### src/rtl/alu_pkg.sv
// Shared types and sizing helpers for the execute-stage arithmetic blocks.
package alu_pkg;

    typedef enum logic [1:0] {
        IDLE = 2'd0,
        RUN  = 2'd1,
        FIX  = 2'd2,
        DONE = 2'd3
    } div_state_t;

    localparam int DIV_N_DEFAULT = 32;

    // Width of an iteration counter that must hold the value n itself.
    function automatic int div_cnt_width(input int n);
        return $clog2(n) + 1;
    endfunction

    localparam int DIV_CNT_W = div_cnt_width(DIV_N_DEFAULT);

endpackage

### src/rtl/div_step.sv
// One restoring-division iteration: shift in the next dividend bit, trial-subtract
// the divisor magnitude and keep or restore depending on the borrow.
module div_step #(
    parameter int n = 32
) (
    input  logic [n:0]   rem_i,
    input  logic         bit_i,
    input  logic [n-1:0] dvs_i,
    output logic [n:0]   rem_o,
    output logic         q_o
);

    logic [n:0] shifted;
    logic [n:0] diff;
    logic       borrow_raw;
    logic       borrow;

    assign shifted = {rem_i[n-1:0], bit_i};
    assign {borrow_raw, diff} = {1'b0, shifted} - {2'b00, dvs_i};

    // A set top bit means the shifted value already exceeds any n-bit divisor.
    assign borrow = borrow_raw & ~rem_i[n];

    assign q_o   = ~borrow;
    assign rem_o = borrow ? shifted : diff;

endmodule

### src/rtl/seq_divider.sv
// Iterative signed/unsigned restoring divider, one quotient bit per clock,
// with a start/busy/done handshake for pipeline stalling.
module seq_divider
    import alu_pkg::*;
#(
    parameter int n = 32
) (
    input  logic         clk,
    input  logic         reset,
    input  logic         start,
    input  logic         signed_op,
    input  logic [n-1:0] a,
    input  logic [n-1:0] b,
    output logic         busy,
    output logic         done,
    output logic [n-1:0] quotient,
    output logic [n-1:0] remainder,
    output logic         div_by_zero
);

    localparam int CW = div_cnt_width(n);

    div_state_t   state_q, state_d;
    logic [CW-1:0] cnt_q, cnt_d;
    logic [n:0]   rem_q, rem_d;
    logic [n-1:0] dvd_q, dvd_d;
    logic [n-1:0] dvs_q, dvs_d;
    logic         neg_quo_q, neg_quo_d;
    logic         neg_rem_q, neg_rem_d;
    logic [n-1:0] quo_q, quo_d;
    logic [n-1:0] rmd_q, rmd_d;
    logic         dbz_q, dbz_d;

    logic [n-1:0] a_mag, b_mag;
    logic [n:0]   step_rem;
    logic         step_q;

    // Negating the most negative value wraps to itself, which is its correct unsigned magnitude.
    assign a_mag = (signed_op && a[n-1]) ? -a : a;
    assign b_mag = (signed_op && b[n-1]) ? -b : b;

    div_step #(.n(n)) u_step (
        .rem_i (rem_q),
        .bit_i (dvd_q[n-1]),
        .dvs_i (dvs_q),
        .rem_o (step_rem),
        .q_o   (step_q)
    );

    always_comb begin
        state_d   = state_q;
        cnt_d     = cnt_q;
        rem_d     = rem_q;
        dvd_d     = dvd_q;
        dvs_d     = dvs_q;
        neg_quo_d = neg_quo_q;
        neg_rem_d = neg_rem_q;
        quo_d     = quo_q;
        rmd_d     = rmd_q;
        dbz_d     = dbz_q;

        case (state_q)
            IDLE: begin
                if (start) begin
                    if (b == '0) begin
                        state_d = DONE;
                        quo_d   = '1;
                        rmd_d   = a;
                        dbz_d   = 1'b1;
                    end else begin
                        state_d   = RUN;
                        cnt_d     = CW'(n);
                        rem_d     = '0;
                        dvd_d     = a_mag;
                        dvs_d     = b_mag;
                        neg_quo_d = signed_op & (a[n-1] ^ b[n-1]);
                        neg_rem_d = signed_op & a[n-1];
                        dbz_d     = 1'b0;
                    end
                end
            end
            RUN: begin
                rem_d = step_rem;
                dvd_d = {dvd_q[n-2:0], step_q};
                cnt_d = cnt_q - CW'(1);
                if (cnt_q == CW'(1)) begin
                    state_d = FIX;
                end
            end
            FIX: begin
                quo_d   = neg_quo_q ? -dvd_q : dvd_q;
                rmd_d   = neg_rem_q ? -rem_q[n-1:0] : rem_q[n-1:0];
                state_d = DONE;
            end
            DONE: begin
                state_d = IDLE;
            end
            default: begin
                state_d = IDLE;
            end
        endcase
    end

    always_ff @(posedge clk or posedge reset) begin
        if (reset) begin
            state_q   <= IDLE;
            cnt_q     <= '0;
            rem_q     <= '0;
            dvd_q     <= '0;
            dvs_q     <= '0;
            neg_quo_q <= 1'b0;
            neg_rem_q <= 1'b0;
            quo_q     <= '0;
            rmd_q     <= '0;
            dbz_q     <= 1'b0;
        end else begin
            state_q   <= state_d;
            cnt_q     <= cnt_d;
            rem_q     <= rem_d;
            dvd_q     <= dvd_d;
            dvs_q     <= dvs_d;
            neg_quo_q <= neg_quo_d;
            neg_rem_q <= neg_rem_d;
            quo_q     <= quo_d;
            rmd_q     <= rmd_d;
            dbz_q     <= dbz_d;
        end
    end

    assign busy        = (state_q == RUN) || (state_q == FIX);
    assign done        = (state_q == DONE);
    assign quotient    = quo_q;
    assign remainder   = rmd_q;
    assign div_by_zero = dbz_q;

endmodule

### config.mk
export PLATFORM = sky130hd
export DESIGN_NAME = seq_divider
export DESIGN_NICKNAME = d
export VERILOG_FILES = /design/src/rtl/alu_pkg.sv /design/src/rtl/div_step.sv /design/src/rtl/seq_divider.sv
export SDC_FILE = /design/constraint.sdc
export NUM_CORES = 1
export LEC_CHECK = 0
export ABC_CLOCK_PERIOD_IN_PS = 6950
export CAP_MARGIN = 15
export CORE_UTILIZATION = 65
export CTS_CLUSTER_DIAMETER = 120
export DETAILED_ROUTE_END_ITERATION = 7
export DONT_BUFFER_PORTS = 1
export PLACE_DENSITY = 0.9
export SYNTH_ARGS = -nofsm -noshare
export SYNTH_HDL_FRONTEND = slang
export SYNTH_SLANG_ARGS = --single-unit
### constraint.sdc
create_clock -name clk -period 6.95 [get_ports clk]
set_clock_uncertainty 0.15 [all_clocks]
set_input_delay 1.0425 -clock clk [delete_from_list [all_inputs] [get_ports clk]]
set_output_delay 1.0425 -clock clk [all_outputs]
set_load 0.1 [all_outputs]
==> metrics.txt, run 1 <==
multi-input logic area 6680 sq um; crit end category register; Nets 1432; Hold Path Depth 2; final hold violation count 0; Routed Wire Length 28800 microns; Worst Hold Path EP dvs_q[22]; Layout Area Growth over Synthesis 6.09%; critical path class reg -> reg; met1 WL 11900 microns; Routability Congestion 0.918; post-route core utilization 70.5%; FF/Latch Area 4300 sq um; vias in the first global route 9642; Longest Clk Path Bufs 2; n_diodes 0; Fmax 239 MHz; initial antenna violation count 0; Post-CTS Hold Buffers 0; crit path launch type register; leading area contributor after synthesis dfrtp_1; worst hold path type reg -> reg; number of max-cap violations 0; flop-to-flop setup slack 2.76 ns; final-layout fill cell count 1282; Post-synth EDFFs 0; sequential area share after synthesis 37.6%; first drt pass iteration count 5; floorplan core area 17200 sq um; final period utilization 60.2%; slew margin rel. 30.8%; Syn Std Cell Area 11500 sq um; Mapped Cells 1362; Die Y-Extent 135 microns; post-synth top area share 37.6%; Reg clk slew, reported paths 0.07 ns; share of post-route cells with drive strength above 1 5.03%; r2r endpoint dvd_q[0]; Critical Path RT 7.07 ns; unrepaired setup endpoints after global routing false; Period minus WS final 4.19 ns; post-DP HPWL 20800 microns; Setup Buffers After CTS 0; die width 135 microns; TNS Setup 0 ns; highest metal used met4; Setup Viol. Count Final 0; Cell Chain, Critical Path inv_1 > ha_1 > nor2b_1 > o31a_1 > o31ai_1 > a21oi_1 > a21oi_2 > o21a_1 > and2_1 > buf_4 > nand2b_1 > o221ai_1; pin count of the biggest net entering global routing 103; register bit total from synthesis 172; wire per inst 18.5 microns; clk_lat worst skew 0.44 ns; reg2reg start dvd_q[31]; via count 10073; CTS root buf clkbuf_16; main flop type after synthesis dfrtp_1; worst hold start dvs_q[22]; crit path buf inv count 2; Register-to-Register Path Depth 12; DRC viols 0; clk sink count 172; first-pass GRT wire length 47100 microns; I/O Buffers 0; metal2 WL 13800 microns; met3 routed WL 2250 microns; pre-CTS setup slack 2.45 ns; via density per instance 6.47; post-synthesis cell type count 66; die footprint 18200 sq um; post-synthesis async set-or-reset flop share 100%; Starting DRT DRC Count 837; hold_ws 0.328 ns; post-CTS sizing 0; Num CTS Buffers 17; CP max stage delay 0.42 ns; dominant cells by area after synthesis dfrtp_1, xor2_1, o21ai_0, nand2_1, ha_1; syn_nets 1474; io pins 135; largest fanout on the critical path 31; CTS tree done; cell family with most CP delay compound AO/OA/AOI/OAI gates; Initial Util 66.5%; CP max stage cell o21a_1; synthesized area per cell 8.41 sq um; final max-slew violation count 0; PnR worst setup slack 2.76 ns; H-tree Lvls 4; Synth warnings 0; commonest non-fill, non-tap cells in the layout dfrtp_1, nand2_1, o21ai_0, nor2_1, xor2_1; worst path arrival time 4.31 ns; post-route ant nets 0; row count 48; most common cell after layout, fill and taps aside dfrtp_1; Slew @ Worst Pin 1.04 ns; Total GRT Usage 32.7%; outcome finished clean; remaining global-route overflow 0
stage by stage:
step | std cells | area (sq um)
finish | 1558 | 12200
global route | 1558 | 12200
CTS | 1558 | 12200
detailed placement | 1526 | 11600
global placement | 1526 | 11600
floorplan | 1362 | 11500
cells in the mapped netlist, types with 3 or more instances:
cell      count
nor2_1      143
a21o_1       17
o41ai_1      14
dfrtp_1     172
or3_4         4
or3_1         9
a32oi_1      13
a211oi_1      5
a31oi_1      40
o21ai_0     143
nand3_1      14
a22oi_1      11
nand2b_1     15
o31ai_1      33
mux2i_1      25
xor2_1       99
xnor2_1      50
buf_1         5
nor4_1        8
o22ai_1      20
nand4_1      14
or4_1         9
buf_2        14
nor3_1       20
inv_1        60
nor4_2        3
buf_4         3
nor2b_1      10
or4_4         3
clkbuf_1     49
nand2_1     151
and2_1        5
o211ai_1      4
a31o_2        3
o21bai_1      3
a21oi_1      90
ha_1         43
metal layers:
metal | vias up | GRT usage [%]
met4 | 0 | 14.2
met2 | 511 | 54.6
met5 | - | 0
li1 | 4766 | -
met3 | 73 | 5.44
met1 | 4723 | 42.1
sequential cells by signal, indices dropped and copies added, names as in the netlist:
signal / count
cnt_q: 6
rem_q: 33
neg_quo_q: 1
remainder: 32
dvd_q: 32
div_by_zero: 1
neg_rem_q: 1
quotient: 32
dvs_q: 32
state_q: 2
tightest hold or removal path: stages, from the launching register on:
cell     delay, ns
dfrtp_1       0.34
nand2_1       0.05
o21ai_0       0.06
cell type report:
| class | instances | area share [%] |
|---|---|---|
| clock buffer | 18 | 3.53 |
| clock inverter | 14 | 1.31 |
| inverter | 60 | 1.89 |
| multi-input combinational | 1059 | 54.9 |
| sequential | 172 | 35.4 |
| tap | 225 | 2.32 |
| timing repair buffer | 10 | 0.617 |
worst max-delay path by stage:
| stage | slack [ns] | depth (start not counted) | start | end |
|---|---|---|---|---|
| final | 2.76 | 12 | dvd_q[31] | dvd_q[0] |
| after global routing | 2.62 | 12 | dvd_q[31] | dvd_q[0] |
| after CTS | 2.83 | 12 | dvd_q[31] | dvd_q[0] |
| after detailed placement | 2.45 | 7 | b[2] | dvd_q[1] |
| after global placement | 2.62 | 7 | b[2] | dvd_q[1] |
| after floorplan | 1.10 | 1 | reset | cnt_q[0] |
cell families (layout without fill, tap and decap cells):
family / Yosys count / in the layout / share of synthesized area, %
simple gates: 422 / 422 / 17.0
compound gates: 419 / 419 / 22.5
flops: 172 / 172 / 37.6
xor+xnor: 149 / 149 / 11.4
buf+inv: 131 / 102 / 4.54
fa+ha+maj: 44 / 44 / 4.87
mux: 25 / 25 / 2.18
Power of run 1 is left out: the tool's default activity adds up to more than one toggle a clock period on the data nets, which glitch-free logic cannot reach.
==> run 2, diff against run 1 <==
Settings changed: ABC_CLOCK_PERIOD_IN_PS 6950 to 4310.
Clock period 6.95 ns to 4.31 ns, I/O delays scaled along.
==> metrics.txt, run 2 (same netlist as run 1, synthesis figures left out) <==
outcome finished clean; crit path launch type register; number of max-cap violations 0 (unchanged); I/O Buffers 0 (unchanged); pre-CTS setup slack 0.561 ns (-1.89 ns); Layout Area Growth over Synthesis 6.83%; Reg clk slew, reported paths 0.07 ns (about the same); Hold Path Depth 2 (unchanged); remaining global-route overflow 0 (unchanged); final hold violation count 0 (unchanged); unrepaired setup endpoints after global routing false; Starting DRT DRC Count 1045 (+25%); vias in the first global route 9862 (+2.3%); commonest non-fill, non-tap cells in the layout dfrtp_1, nand2_1, o21ai_0, nor2_1, xor2_1; critical path class reg -> reg; clk sink count 172 (unchanged); Routed Wire Length 29500 microns (+2.3%); pin count of the biggest net entering global routing 65 (-37%); row count 48 (unchanged); Die Y-Extent 135 microns (unchanged); Fmax 259 MHz (+8.3%); Largest Register rem_q; worst path arrival time 4.02 ns (-0.29 ns); CP max stage delay 0.47 ns (+0.05 ns); io pins 135 (unchanged); Slew @ Worst Pin 1.03 ns (-0.000243 ns); Setup Viol. Count Final 0 (unchanged); Num CTS Buffers 17 (unchanged); H-tree Lvls 4 (unchanged); worst hold path type in -> reg; final-layout fill cell count 1273 (-0.70%); most common cell after layout, fill and taps aside dfrtp_1; via density per instance 6.56 (+1.5%); Register-to-Register Path Depth 11 (-1); first-pass GRT wire length 48600 microns (+3.1%); final max-slew violation count 0 (unchanged); Routability Congestion 0.965 (+5.1%); Non-Filler Instances 1569 (+0.71%); Longest Clk Path Bufs 2 (unchanged); largest fanout on the critical path 13 (-58%); die footprint 18200 sq um (unchanged); initial antenna violation count 0 (unchanged); share of post-route cells with drive strength above 1 5.80% (+0.78 points); Cell Chain, Critical Path ha_1 > nor2b_1 > o31a_1 > o31ai_1 > a21oi_1 > a21oi_2 > o21a_1 > and2_1 > buf_4 > mux2i_1 > o21ai_0; Initial Util 66.5% (unchanged); Post-Place Cells 1536 (+0.66%); Critical Path RT 4.47 ns (-2.60 ns); Largest register FFs 33 (unchanged); CP max stage cell dfrtp_1; PnR worst setup slack 0.446 ns (-2.32 ns); CTS root buf clkbuf_16; clk_lat worst skew 0.44 ns (about the same); n_diodes 0 (unchanged); final period utilization 89.7% (+29 points); TNS Setup 0 ns (unchanged); post-route core utilization 71.0% (+0.49 points); wire per inst 18.8 microns (+1.6%); crit end category register; die width 135 microns (unchanged); Period minus WS final 3.86 ns (-0.322 ns); floorplan core area 17200 sq um (unchanged); post-route ant nets 0 (unchanged); slew margin rel. 31.0% (+0.17 points); post-DP HPWL 21500 microns (+3.4%); via count 10293 (+2.2%); CTS tree done; Total GRT Usage 33.6% (+0.91 points); Nets 1443 (+0.77%); first drt pass iteration count 5 (unchanged); DRC viols 0 (unchanged)
[run 2: changes by cell type in the layout (fill, tap and decap cells not counted), sizes merged]
cell and delta:
buf +10, bufinv -1, dlygate4sd3 +1, clkinv +3, inv -2
[run 2: layout make-up]
class,instances,area [sq um],area share [%]
clock buffers,18,439,3.59
clock inverters,14,138,1.12
inverters,60,229,1.87
multi-input cells,1059,6680,54.6
flip-flops and latches,172,4300,35.2
well taps,225,282,2.30
repair buffers,21,173,1.41
[run 2: worst max-delay path: cells and delay by family, from the launching register on]
family	cells	cell delay, ns
buffers and inverters	1	0.32
DFF	1	0.47
and+or+nand+nor	2	0.61
muxes	1	0.25
adders and majority gates	1	0.32
AOI/OAI and AO/OA	6	1.61
[run 2: routing by layer]
| layer | vias up | track usage, % | wire, microns |
|---|---|---|---|
| li1 | 4785 | - | - |
| met1 | 4859 | 43.8 | 12000 |
| met2 | 557 | 55.1 | 14000 |
| met3 | 92 | 6.49 | 2670 |
| met4 | 0 | 13.8 | 841 |
| met5 | - | 0 | 0 |
[run 2: metrics by stage]
step | hold slack (ns) | cell area [sq um]
floorplan | 0.300 | 11500
global placement | 0.259 | 11700
detailed placement | 0.259 | 11700
CTS | 0.197 | 12200
global route | 0.236 | 12200
finish | 0.202 | 12200
[run 2: what timing repair did]
item                      in CTS  in global routing
hold buffers                   1                  0
hold endpoints to repair       2                  0
setup buffers                  0                  0
gates resized for setup        0                  0
[run 2: path summary, 6_finish.rpt]
kind,start,to,slack [ns]
max in group asynchronous,reset,cnt_q[2],2.60
max reg2reg,rem_q[0],rem_q[12],0.45
min reg2reg,dvs_q[21],dvs_q[21],0.33
min in group asynchronous,reset,quotient[5],0.41
min,b[31],dvs_q[31],0.20
max,rem_q[0],rem_q[12],0.45
Power of run 2 is left out for the same reason.
